<file path="src/rtl/uart_pkg.sv">
// Shared UART definitions: parity encodings, error flag bit positions and the Rx FSM state type.
package uart_pkg;

    localparam logic [1:0] PAR_NONE0 = 2'b00;
    localparam logic [1:0] PAR_ODD   = 2'b01;
    localparam logic [1:0] PAR_EVEN  = 2'b10;
    localparam logic [1:0] PAR_NONE1 = 2'b11;

    localparam int ERR_PARITY = 0;
    localparam int ERR_START  = 1;
    localparam int ERR_STOP   = 2;

    typedef enum logic [2:0] {
        RX_IDLE,
        RX_START,
        RX_DATA,
        RX_PARITY,
        RX_STOP,
        RX_DONE
    } rx_state_e;

    function automatic logic has_parity(input logic [1:0] mode);
        logic en;
        case (mode)
            PAR_ODD, PAR_EVEN:   en = 1'b1;
            PAR_NONE0, PAR_NONE1: en = 1'b0;
            default:             en = 1'b0;
        endcase
        return en;
    endfunction

endpackage

</file>
<file path="src/rtl/uart_rx_ctrl_if.sv">
// Rx sequencer bundle: line/tick inputs, checker-facing frame fields and the captured result.
interface uart_rx_ctrl_if #(
    parameter int DATA_BITS = 8
);
    logic                 baud_tick;
    logic                 rx_serial;
    logic [1:0]           parity_type;
    logic [2:0]           error_flag;
    logic [DATA_BITS-1:0] raw_data;
    logic                 start_bit;
    logic                 parity_bit;
    logic                 stop_bit;
    logic [DATA_BITS-1:0] rx_data;
    logic [2:0]           rx_error;
    logic                 data_valid;
    logic                 busy;

    modport slave (
        input  baud_tick, rx_serial, parity_type, error_flag,
        output raw_data, start_bit, parity_bit, stop_bit,
        output rx_data, rx_error, data_valid, busy
    );

    modport master (
        output baud_tick, rx_serial, parity_type, error_flag,
        input  raw_data, start_bit, parity_bit, stop_bit,
        input  rx_data, rx_error, data_valid, busy
    );
endinterface

</file>
<file path="src/rtl/uart_sync2.sv">
// Two-flop synchroniser for an asynchronous single-bit input, with a configurable reset value.
module uart_sync2 #(
    parameter logic RESET_VAL = 1'b1
) (
    input  logic clk,
    input  logic reset_n,
    input  logic d_i,
    output logic q_o
);
    logic meta_q;
    logic sync_q;

    always_ff @(posedge clk or negedge reset_n) begin
        if (!reset_n) begin
            meta_q <= RESET_VAL;
            sync_q <= RESET_VAL;
        end else begin
            meta_q <= d_i;
            sync_q <= meta_q;
        end
    end

    assign q_o = sync_q;
endmodule

</file>
<file path="src/rtl/uart_rx_ctrl.sv">
// UART Rx sequencer: start validation, mid-bit sampling on a 16x tick, frame fields out, result capture.
// RX_IDLE   | line idle, waiting for a low level
// RX_START  | counting to mid start bit; high there means false start
// RX_DATA   | sampling DATA_BITS data bits, LSB first
// RX_PARITY | sampling the parity bit
// RX_STOP   | sampling the stop bit
// RX_DONE   | one clk: capture data and checker flags, pulse data_valid
module uart_rx_ctrl
    import uart_pkg::*;
#(
    parameter int OVERSAMPLE = 16,
    parameter int DATA_BITS  = 8
) (
    input  logic           clk,
    input  logic           reset_n,
    uart_rx_ctrl_if.slave  bus
);
    localparam int TW = $clog2(OVERSAMPLE);
    localparam int BW = $clog2(DATA_BITS + 1);
    localparam logic [TW-1:0] HALF_LAST = TW'(OVERSAMPLE / 2 - 1);
    localparam logic [TW-1:0] FULL_LAST = TW'(OVERSAMPLE - 1);
    localparam logic [BW-1:0] BIT_LAST  = BW'(DATA_BITS - 1);

    rx_state_e            state_q, state_d;
    logic [TW-1:0]        cnt_q, cnt_d;
    logic [BW-1:0]        bit_q, bit_d;
    logic [1:0]           par_mode_q, par_mode_d;
    logic [DATA_BITS-1:0] raw_q, raw_d;
    logic                 start_q, start_d;
    logic                 parity_q, parity_d;
    logic                 stop_q, stop_d;
    logic [DATA_BITS-1:0] rx_data_q, rx_data_d;
    logic [2:0]           rx_err_q, rx_err_d;
    logic                 valid_q, valid_d;
    logic                 rx_s;
    logic                 sample;

    uart_sync2 #(.RESET_VAL(1'b1)) u_sync (
        .clk     (clk),
        .reset_n (reset_n),
        .d_i     (bus.rx_serial),
        .q_o     (rx_s)
    );

    always_ff @(posedge clk or negedge reset_n) begin
        if (!reset_n) begin
            state_q    <= RX_IDLE;
            cnt_q      <= '0;
            bit_q      <= '0;
            par_mode_q <= PAR_NONE0;
            raw_q      <= '0;
            start_q    <= 1'b0;
            parity_q   <= 1'b1;
            stop_q     <= 1'b1;
            rx_data_q  <= '0;
            rx_err_q   <= '0;
            valid_q    <= 1'b0;
        end else begin
            state_q    <= state_d;
            cnt_q      <= cnt_d;
            bit_q      <= bit_d;
            par_mode_q <= par_mode_d;
            raw_q      <= raw_d;
            start_q    <= start_d;
            parity_q   <= parity_d;
            stop_q     <= stop_d;
            rx_data_q  <= rx_data_d;
            rx_err_q   <= rx_err_d;
            valid_q    <= valid_d;
        end
    end

    always_comb begin
        state_d    = state_q;
        cnt_d      = cnt_q;
        bit_d      = bit_q;
        par_mode_d = par_mode_q;
        raw_d      = raw_q;
        start_d    = start_q;
        parity_d   = parity_q;
        stop_d     = stop_q;
        rx_data_d  = rx_data_q;
        rx_err_d   = rx_err_q;
        valid_d    = 1'b0;
        sample     = 1'b0;

        // Start bit is sampled half a bit in; every later sample is one full bit on.
        if (bus.baud_tick && (state_q inside {RX_START, RX_DATA, RX_PARITY, RX_STOP})) begin
            if (cnt_q == ((state_q == RX_START) ? HALF_LAST : FULL_LAST)) begin
                cnt_d  = '0;
                sample = 1'b1;
            end else begin
                cnt_d = cnt_q + 1'b1;
            end
        end

        case (state_q)
            RX_IDLE: begin
                if (!rx_s) begin
                    cnt_d      = '0;
                    par_mode_d = bus.parity_type;
                    state_d    = RX_START;
                end
            end
            RX_START: begin
                if (sample) begin
                    if (rx_s) begin
                        state_d = RX_IDLE;
                    end else begin
                        start_d = 1'b0;
                        bit_d   = '0;
                        state_d = RX_DATA;
                    end
                end
            end
            RX_DATA: begin
                if (sample) begin
                    raw_d = {rx_s, raw_q[DATA_BITS-1:1]};
                    bit_d = bit_q + 1'b1;
                    if (bit_q == BIT_LAST) begin
                        if (has_parity(par_mode_q)) begin
                            state_d = RX_PARITY;
                        end else begin
                            parity_d = 1'b1;
                            state_d  = RX_STOP;
                        end
                    end
                end
            end
            RX_PARITY: begin
                if (sample) begin
                    parity_d = rx_s;
                    state_d  = RX_STOP;
                end
            end
            RX_STOP: begin
                if (sample) begin
                    stop_d  = rx_s;
                    state_d = RX_DONE;
                end
            end
            RX_DONE: begin
                rx_data_d = raw_q;
                rx_err_d  = bus.error_flag;
                valid_d   = 1'b1;
                state_d   = RX_IDLE;
            end
            default: state_d = RX_IDLE;
        endcase
    end

    assign bus.raw_data   = raw_q;
    assign bus.start_bit  = start_q;
    assign bus.parity_bit = parity_q;
    assign bus.stop_bit   = stop_q;
    assign bus.rx_data    = rx_data_q;
    assign bus.rx_error   = rx_err_q;
    assign bus.data_valid = valid_q;
    assign bus.busy       = (state_q != RX_IDLE);
endmodule
</file>
<file path="src/flat_wrapper.sv">
// flat-port wrapper written by rule: the top's interface ports become plain ports
module uart_rx_ctrl_flat import uart_pkg::*;
#(
    parameter int OVERSAMPLE = 16,
    parameter int DATA_BITS  = 8
)
  (clk, reset_n, bus_baud_tick, bus_rx_serial, bus_parity_type, bus_error_flag, bus_raw_data, bus_start_bit, bus_parity_bit, bus_stop_bit, bus_rx_data, bus_rx_error, bus_data_valid, bus_busy);
  uart_rx_ctrl_if #(.DATA_BITS(DATA_BITS)) bus_i ();
  input  logic clk;
  input  logic reset_n;
  input wire logic [$bits(bus_i.baud_tick)-1:0] bus_baud_tick;
  input wire logic [$bits(bus_i.rx_serial)-1:0] bus_rx_serial;
  input wire logic [$bits(bus_i.parity_type)-1:0] bus_parity_type;
  input wire logic [$bits(bus_i.error_flag)-1:0] bus_error_flag;
  output wire logic [$bits(bus_i.raw_data)-1:0] bus_raw_data;
  output wire logic [$bits(bus_i.start_bit)-1:0] bus_start_bit;
  output wire logic [$bits(bus_i.parity_bit)-1:0] bus_parity_bit;
  output wire logic [$bits(bus_i.stop_bit)-1:0] bus_stop_bit;
  output wire logic [$bits(bus_i.rx_data)-1:0] bus_rx_data;
  output wire logic [$bits(bus_i.rx_error)-1:0] bus_rx_error;
  output wire logic [$bits(bus_i.data_valid)-1:0] bus_data_valid;
  output wire logic [$bits(bus_i.busy)-1:0] bus_busy;
  assign bus_i.baud_tick = bus_baud_tick;
  assign bus_i.rx_serial = bus_rx_serial;
  assign bus_i.parity_type = bus_parity_type;
  assign bus_i.error_flag = bus_error_flag;
  assign bus_raw_data = bus_i.raw_data;
  assign bus_start_bit = bus_i.start_bit;
  assign bus_parity_bit = bus_i.parity_bit;
  assign bus_stop_bit = bus_i.stop_bit;
  assign bus_rx_data = bus_i.rx_data;
  assign bus_rx_error = bus_i.rx_error;
  assign bus_data_valid = bus_i.data_valid;
  assign bus_busy = bus_i.busy;
  uart_rx_ctrl #(.OVERSAMPLE(OVERSAMPLE), .DATA_BITS(DATA_BITS)) u_core (.clk(clk), .reset_n(reset_n), .bus(bus_i));
endmodule
</file>
<file path="config.mk">
export PLATFORM = sky130hd
export DESIGN_NAME = uart_rx_ctrl_flat
export DESIGN_NICKNAME = d
export VERILOG_FILES = /design/src/rtl/uart_pkg.sv /design/src/rtl/uart_rx_ctrl_if.sv /design/src/rtl/uart_sync2.sv /design/src/rtl/uart_rx_ctrl.sv /design/src/flat_wrapper.sv
export SDC_FILE = /design/constraint.sdc
export NUM_CORES = 1
export LEC_CHECK = 0
export ABC_AREA = 1
export CAP_MARGIN = 20
export CORE_AREA = 2 2 94 73
export CTS_CLUSTER_DIAMETER = 200
export CTS_CLUSTER_SIZE = 24
export DETAILED_ROUTE_END_ITERATION = 8
export DIE_AREA = 0 0 96 75
export GPL_TIMING_DRIVEN = 0
export HOLD_SLACK_MARGIN = 0.12
export PLACE_DENSITY = 0.61
export SLEW_MARGIN = 20
export SYNTH_ARGS = -nofsm -noshare
export SYNTH_HDL_FRONTEND = slang
export SYNTH_SLANG_ARGS = --single-unit
</file>
<file path="constraint.sdc">
create_clock -name clk -period 1.75 [get_ports clk]
set_input_delay 0.35 -clock clk [delete_from_list [all_inputs] [get_ports clk]]
set_output_delay 0.35 -clock clk [all_outputs]
set_load 0.02 [all_outputs]
</file>
==> metrics.txt, run 1 <==
largest net degree at the start of global routing 23; launch point of the critical path u_core.bus.raw_data[6]; CTS H-tree lvls 2; fraction of layout cells with a size suffix above 1 0.254; NetSw 1.36 mW; die area 7200 sq um; final wirelength 3500 um; Die Width 96 um; drt drc 0; Layout area overhead 32.9%; via-per-instance ratio 4.20; Tmin final 1.67 ns; Arr. time, crit path 1.32 ns; TritonCTS clock tree done; status completed; number of library cell types mapped by synthesis 28; Worst path max stage delay 0.62 ns; vias in the first global route 1297; Critical Path Start Type flip-flop; Sink Count 37; I/O pin count 33; Max-cap violations 0; multi-input logic area 733 sq um; CP Data Required Time 1.40 ns; P per Cell Area 1460 nW/um^2; cell taking the most area after synthesis dfrtp_1; FF+latch area 933 sq um; first-pass GRT wire length 5960 um; cells after synthesis 199; Clk network pwr share 0.223; crit end category primary output; Final Net Count 254; Skew-Pair Late Insertion Delay 0.30 ns; worst slack, placed -0.0222 ns; initial antenna violation count 0; Routed Antenna Nets 0; wire per inst 10.8 um; Worst Path Buf+Inv 1; Hold Crit Start u_core.u_sync.meta_q; Post-Layout Cell Count 325; Global Route Usage Sum 0.111; Static Leak 1.20 nW; RSZ-0062 raised after global routing false; crit path kind flip-flop to primary output; GPL Wtd Cong 0.789; core area 6220 sq um; CP max FO 3; IO buf count 31; Die H 75 um; Yosys top cell area share 0.453; dpl cell area 2260 sq um; Final Cycle Share 0.957; DRT iter0 DRCs 40; Max Freq 0.597 GHz; class of the tightest hold or removal check flip-flop to flip-flop; vias 1366; Final Instance Area 2420 sq um; endpoints failing setup 0; Slowest-stage cell, CP clkdlybuf4s50_1; Avg Cell Area, Syn 9.17 sq um; part of the Yosys area used for sequential elements 0.510; Clock Skews 0.00540 ns; Pins Over Slew Limit 0; CTS Buffer Depth 2; fin worst setup slack 0.0757 ns; Combinational Power Share 0.419; grt ovf 0; initial cell density of the core 0.293; n_diodes 0; first-pass iteration count of the detailed router 4; # fillers 645; post-synth net total 210; critical path's top delay family buffers and inverters; clk root buf clkbuf_8; share of power burned in registers 0.358; Syn. warnings 0; VDD IR max 572 uV; worst r2r src u_core.state_q[0]; number of synthesized register bits 37; switching share of total power 0.385; final hold violation count 0; hold slack final 0.360 ns; Synth area leaders dfrtp_1 (45%), nand2_1 (12%), dfstp_2 (5.8%); Std-Cell Rows 25; CTS Buf Count 5; CP Cell Sequence clkdlybuf4s50_1; placed cells 312; internal power 2.18 mW; post-DP HPWL 2530 um; clock slew at the register clock pins of the worst setup and hold paths 0.08 ns; Post-Syn Area 1820 sq um
==> flip-flops by register name, summed over array words and instances (netlist names) <==
| signal | cells |
|---|---|
| u_core.bus.rx_data | 8 |
| u_core.bus.stop_bit | 1 |
| u_core.bus.parity_bit | 1 |
| u_core.u_sync.q_o | 1 |
| u_core.bus.data_valid | 1 |
| u_core.state_q | 3 |
| u_core.par_mode_q | 2 |
| u_core.bus.rx_error | 3 |
| u_core.u_sync.meta_q | 1 |
| u_core.bit_q | 4 |
| u_core.cnt_q | 4 |
| u_core.bus.raw_data | 8 |
==> worst paths after layout <==
kind	endpoint	slack, ns	cells past startpoint
max	bus_raw_data[6]	0.08	1
min	u_core.u_sync.q_o	0.36	0
max reg2reg	u_core.state_q[1]	0.18	11
min reg2reg	u_core.u_sync.q_o	0.36	0
max in group asynchronous	u_core.u_sync.q_o	0.72	3
min in group asynchronous	u_core.bus.rx_data[1]	0.51	2
==> layout by cell type (no fill, tap or decap), drive strengths merged <==
cell / count
nand2: 78
xor2: 3
nor2: 10
clkinvlp: 1
dfstp: 4
clkdlybuf4s50: 27
a21oi: 5
bufinv: 1
buf: 10
nand3: 10
dlygate4sd2: 2
nor3: 2
clkbuf: 6
o21ai: 18
clkdlybuf4s15: 1
inv: 25
conb: 1
dfrtp: 33
clkinv: 1
nand4: 3
ha: 2
dlygate4sd3: 1
==> cell type report <==
type / instances / share of cell area
flip-flops and latches: 37 / 0.385
multi-input cells: 132 / 0.302
repair buffers: 37 / 0.153
inverters: 26 / 0.0464
well taps: 81 / 0.0418
clock buffers: 6 / 0.0341
plain buffers: 4 / 0.0217
clock inverters: 2 / 0.0155
==> synth_stat cells, drive strengths merged <==
cell type	count
dfstp	4
nor3	2
nand2	78
nand3	10
o21ai	18
xor2	3
nor2	10
buf	4
dfrtp	33
a21oi	5
nand4	3
conb	1
inv	26
ha	2
==> stage by stage <==
step | utilization | TNS, ns | power, mW
final | 0.390 | 0 | 3.55
after global routing | 0.390 | 0 | 3.82
after CTS | 0.387 | 0 | 3.56
after detailed placement | 0.363 | -0.0222 | 2.72
after global placement | 0.359 | -20.44 | 2.68
after floorplan | - | 0 | 2.19
==> cell families (layout without fill, tap and decap cells) <==
group                      count (synthesis)  after routing  share of synthesized area
AOI/OAI and AO/OA                         23             23                     0.0796
xor gates and xnor gates                   3              3                     0.0144
adders and majority gates                  2              2                     0.0137
buffers and inverters                     30             75                     0.0892
DFF                                       37             37                      0.510
other                                      1              1                    0.00206
and+or+nand+nor                          103            103                      0.291
==> power by group through the flow <==
stage | Combinational, mW | Clock, mW | Sequential [mW]
after floorplan | 0.740 | 0 | 1.45
after global routing | 1.66 | 0.862 | 1.30
after global placement | 1.39 | 0 | 1.29
final | 1.49 | 0.790 | 1.27
after detailed placement | 1.42 | 0 | 1.29
after CTS | 1.47 | 0.819 | 1.27
==> routing by layer <==
layer  vias up  part of all wire  track usage
met4         0             0.013       0.0381
met3         5             0.072       0.0490
li1        708                 -            -
met1       620              0.52        0.154
met5         -                 0            0
met2        33              0.40        0.154
==> repair_timing <==
item / in CTS / in global routing
gates resized for setup: 8 / 2
pin swaps: 0 / 0
hold buffers: 1 / 0
endpoints found under the setup margin: 3 / 1
endpoints found under the hold margin: 14 / 0
setup buffers: 2 / 2
No activity file was read; power rests on OpenSTA's default activity.
==> run 2: changes to the inputs <==
--- a/config.mk
+++ b/config.mk
@@ -15,7 +15,9 @@
 export GPL_TIMING_DRIVEN = 0
 export HOLD_SLACK_MARGIN = 0.12
 export PLACE_DENSITY = 0.61
+export SETUP_SLACK_MARGIN = 0.1
 export SLEW_MARGIN = 20
 export SYNTH_ARGS = -nofsm -noshare
 export SYNTH_HDL_FRONTEND = slang
 export SYNTH_SLANG_ARGS = --single-unit
+export TNS_END_PERCENT = 50
==> run 2 against run 1 <==
Die area unchanged; clock skew barely moved; largest cell class unchanged; sequential power about the same; critical endpoint is now bus_rx_data[5]; maximum frequency is 3.0% higher; final area grew 0.10%; highest routed layer unchanged; worst setup slack better by 0.048 ns; final cell count increased by 0.31%; sequential share of layout area about the same; count of clock-buffer cells in the layout is the same; global-route usage did not move; register-to-register slack better by 0.08 ns.
==> metrics.txt, run 2 (synthesis results as in run 1) <==
Combinational Power Share 0.417; DRT iter0 DRCs 53; P per Cell Area 1460 nW/um^2; initial cell density of the core 0.293; Final Cycle Share 0.929; internal power 2.17 mW; CP Cell Sequence clkdlybuf4s50_1; Slowest-stage cell, CP clkdlybuf4s50_1; clock slew at the register clock pins of the worst setup and hold paths 0.08 ns; fraction of layout cells with a size suffix above 1 0.257; grt ovf 0; commonest cells after routing, fill and taps aside nand2_1 (60), dfrtp_1 (31), inv_1 (21); Skew-Pair Late Insertion Delay 0.30 ns; Die H 75 um; CTS Buf Count 5; wire per inst 10.8 um; Worst Path Buf+Inv 1; grt peak-use layer met2; Post-Layout Cell Count 326; Max Freq 0.615 GHz; Arr. time, crit path 1.28 ns; switching share of total power 0.386; Worst path max stage delay 0.61 ns; dpl cell area 2260 sq um; drt drc 0; endpoints failing setup 0; M1 GR Usage 0.154; Tmin final 1.63 ns; CP Data Required Time 1.40 ns; clk root buf clkbuf_8; final hold violation count 0; vias 1366; status completed; TritonCTS clock tree done; Die Width 96 um; crit path kind flip-flop to primary output; multi-input logic area 733 sq um; Pins Over Slew Limit 0; placed cells 312; met3 GRT Util 0.0490; # fillers 649; setup tns final 0 ns; Clock Skews 0.00566 ns; Max-cap violations 0; Final Net Count 255; crit end category primary output; Routed Antenna Nets 0; class of the tightest hold or removal check flip-flop to flip-flop; n_diodes 0; hold slack final 0.360 ns; Std-Cell Rows 25; largest net degree at the start of global routing 23; I/O pin count 33; CTS Buffer Depth 2; critical path's top delay family buffers and inverters; final core occ 0.390; Clk network pwr share 0.224; commonest non-fill, non-tap cell in the layout nand2_1; final wirelength 3520 um; post-DP HPWL 2530 um; first-pass iteration count of the detailed router 4; first-pass GRT wire length 5950 um; VDD IR max 535 uV; initial antenna violation count 0; core area 6220 sq um; CP max FO 2; GPL Wtd Cong 0.789; Layout area overhead 33.1%; via-per-instance ratio 4.19; CTS H-tree lvls 2; Critical Path Start Type flip-flop; Static Leak 1.23 nW; IO buf count 31; FF+latch area 933 sq um; NetSw 1.37 mW; met2 Usage GRT 0.155; share of power burned in registers 0.359; Final Instance Area 2430 sq um; Sink Count 37; RSZ-0062 raised after global routing true; die area 7200 sq um; Global Route Usage Sum 0.111; vias in the first global route 1291
-- run 2: changes by cell type in the layout (fill, tap and decap cells not counted) --
cell / previous run / this run
clkdlybuf4s15_2: 1 / 0
clkdlybuf4s50_1: 27 / 16
buf_2: 2 / 3
buf_4: 5 / 6
dlygate4sd2_1: 2 / 9
dlymetal6s2s_1: 0 / 4
-- run 2: worst paths after layout --
path	cells past startpoint	from	endpoint	slack, ns
max in group asynchronous	3	reset_n	u_core.u_sync.q_o	0.72
max reg2reg	6	u_core.state_q[0]	u_core.bus.rx_data[4]	0.26
min reg2reg	0	u_core.u_sync.meta_q	u_core.u_sync.q_o	0.36
min	0	u_core.u_sync.meta_q	u_core.u_sync.q_o	0.36
max	1	u_core.bus.rx_data[5]	bus_rx_data[5]	0.12
min in group asynchronous	2	reset_n	u_core.bus.raw_data[1]	0.51
-- run 2: power by group through the flow --
| stage | registers (mW) | clock network [mW] | logic, mW |
|---|---|---|---|
| 3_5_place_dp | 1.29 | 0 | 1.42 |
| 2_1_floorplan | 1.45 | 0 | 0.740 |
| 3_3_place_gp | 1.29 | 0 | 1.39 |
| 5_1_grt | 1.30 | 0.862 | 1.65 |
| 4_1_cts | 1.27 | 0.819 | 1.45 |
| 6_report | 1.27 | 0.790 | 1.47 |
-- run 2: what timing repair did --
item / in CTS / in global routing
buffers inserted: 2 / 3
hold buffers: 1 / 0
endpoints found under the setup margin: 10 / 11
gates resized for setup: 17 / 5
hold endpoints to repair: 14 / 0
-- run 2: area by class of cell --
class / instances / area share
multi-input cells: 132 / 0.302
plain buffers: 4 / 0.0216
flip-flops and latches: 37 / 0.385
clock buffers: 6 / 0.0340
repair buffers: 38 / 0.154
clock inverters: 2 / 0.0155
well taps: 81 / 0.0418
inverters: 26 / 0.0464
-- run 2: per-layer routing --
| layer | vias up | wire, um |
|---|---|---|
| met4 | 0 | 41 |
| met1 | 619 | 1800 |
| li1 | 711 | - |
| met3 | 3 | 267 |
| met5 | - | 0 |
| met2 | 33 | 1420 |
-- run 2: stage by stage --
stage	setup WS [ns]	total power [mW]
CTS	0.109	3.54
global placement	-0.594	2.68
global route	0.0826	3.81
detailed placement	-0.0222	2.72
finish	0.124	3.53
floorplan	0.346	2.19
==> run 3: changes to the inputs <==
--- a/config.mk
+++ b/config.mk
@@ -12,10 +12,12 @@
 export CTS_CLUSTER_SIZE = 24
 export DETAILED_ROUTE_END_ITERATION = 8
 export DIE_AREA = 0 0 96 75
+export GPL_ROUTABILITY_DRIVEN = 0
 export GPL_TIMING_DRIVEN = 0
 export HOLD_SLACK_MARGIN = 0.12
 export PLACE_DENSITY = 0.61
 export SETUP_SLACK_MARGIN = 0.1
+export SKIP_CTS_REPAIR_TIMING = 1
 export SLEW_MARGIN = 20
 export SYNTH_ARGS = -nofsm -noshare
 export SYNTH_HDL_FRONTEND = slang
==> constraint.sdc (replaced) <==
create_clock -name clk -period 2 [get_ports clk]
set_input_delay 0.4 -clock clk [delete_from_list [all_inputs] [get_ports clk]]
set_output_delay 0.4 -clock clk [all_outputs]
set_load 0.02 [all_outputs]
==> run 3 against run 2 <==
Count of clock-buffer cells in the layout stayed put; non-clock buffer count decreased by 5; total power decreased by 14%; largest cell class unchanged.
==> metrics.txt, run 3 (synthesis results as in run 1) <==
class of the tightest hold or removal check flip-flop to flip-flop; Skew-Pair Late Insertion Delay 0.30 ns; P per Cell Area 1270 nW/um^2; commonest non-fill, non-tap cell in the layout nand2_1; largest net degree at the start of global routing 23; commonest cells after routing, fill and taps aside nand2_1 (60), dfrtp_1 (32), clkdlybuf4s50_1 (29); TritonCTS clock tree done; clock slew at the register clock pins of the worst setup and hold paths 0.08 ns; post-DP HPWL 2530 um; Die H 75 um; clk root buf clkbuf_8; drt drc 0; Global Route Usage Sum 0.109; CP max FO 2; Pins Over Slew Limit 0; final hold violation count 0; placed cells 312; CP Data Required Time 1.60 ns; first-pass GRT wire length 5860 um; Layout area overhead 31.1%; Tmin final 1.84 ns; Slowest-stage cell, CP clkdlybuf4s50_1; first-pass iteration count of the detailed router 4; DRT iter0 DRCs 42; Critical Path Start Type flip-flop; # fillers 647; core area 6220 sq um; Static Leak 1.18 nW; CTS Buffer Depth 2; Die Width 96 um; Final Net Count 250; die area 7200 sq um; Post-Layout Cell Count 321; IO buf count 31; crit path kind flip-flop to primary output; Max Freq 0.543 GHz; RSZ-0062 raised after global routing false; CTS H-tree lvls 2; grt ovf 0; Clock Skews 0.00555 ns; vias in the first global route 1278; Worst path max stage delay 0.61 ns; critical path's top delay family buffers and inverters; status completed; I/O pin count 33; Final Cycle Share 0.921; wire per inst 10.7 um; crit end category primary output; Worst Path Buf+Inv 1; fraction of layout cells with a size suffix above 1 0.229; endpoints failing setup 0; CTS Buf Count 5; final wirelength 3420 um; Routed Antenna Nets 0; VDD IR max 494 uV; Sink Count 37; n_diodes 0; Max-cap violations 0; initial cell density of the core 0.293; fin worst setup slack 0.158 ns; via-per-instance ratio 4.21; Std-Cell Rows 25; vias 1352; Arr. time, crit path 1.44 ns; initial antenna violation count 0; CP Cell Sequence clkdlybuf4s50_1; worst slack, placed 0.178 ns
-- run 3: cell count changes in the layout (fill, tap and decap cells not counted), sizes merged --
cell	before	now
clkinv	1	0
inv	25	26
dlymetal6s2s	4	1
dlygate4sd2	9	0
clkdlybuf4s50	16	29
buf	12	6
-- run 3: per-stage QoR --
step	area (sq um)	hold slack (ns)	utilization	power (mW)	setup TNS, ns
final	2390	0.360	0.384	3.04	0
after global routing	2390	0.365	0.384	3.27	0
after CTS	2380	0.0262	0.382	3.08	-0.166
after detailed placement	2260	0.349	0.363	2.38	0
after global placement	2240	0.346	0.359	2.35	-13.01
after floorplan	1820	0.104	-	1.91	0
-- run 3: power by group --
part | internal (mW) | switching [mW] | total (mW)
Combinational | 0.497 | 0.730 | 1.23
Clock | 0.405 | 0.284 | 0.690
Sequential | 0.961 | 0.160 | 1.12
Total | 1.86 | 1.17 | 3.04
-- run 3: area by class of cell --
| class | count | area (sq um) | share of cell area |
|---|---|---|---|
| Clock inverter | 2 | 37.5 | 0.0157 |
| Tap cell | 81 | 101 | 0.0424 |
| Sequential cell | 37 | 932 | 0.390 |
| Buffer | 4 | 52.6 | 0.0220 |
| Inverter | 26 | 110 | 0.0460 |
| Clock buffer | 6 | 82.6 | 0.0345 |
| Timing Repair Buffer | 33 | 345 | 0.144 |
| Multi-Input combinational cell | 132 | 731 | 0.305 |
-- run 3: routing by layer --
metal | track usage | share of wire | vias up
met5 | 0 | 0 | -
met4 | 0.0381 | 0.014 | 0
met3 | 0.0490 | 0.075 | 5
met2 | 0.150 | 0.39 | 33
met1 | 0.153 | 0.52 | 614
li1 | - | - | 700
-- run 3: path summary, 6_finish.rpt --
kind                                            from                      to  slack, ns  cells past startpoint
worst max-delay path             u_core.bus.stop_bit            bus_stop_bit       0.16                      1
worst max register to register     u_core.state_q[0]       u_core.state_q[1]       0.45                     10
max in group asynchronous                    reset_n       u_core.u_sync.q_o       0.92                      3
worst min register to register  u_core.u_sync.meta_q       u_core.u_sync.q_o       0.36                      0
worst min-delay path            u_core.u_sync.meta_q       u_core.u_sync.q_o       0.36                      0
min in group asynchronous                    reset_n  u_core.bus.raw_data[1]       0.56                      2
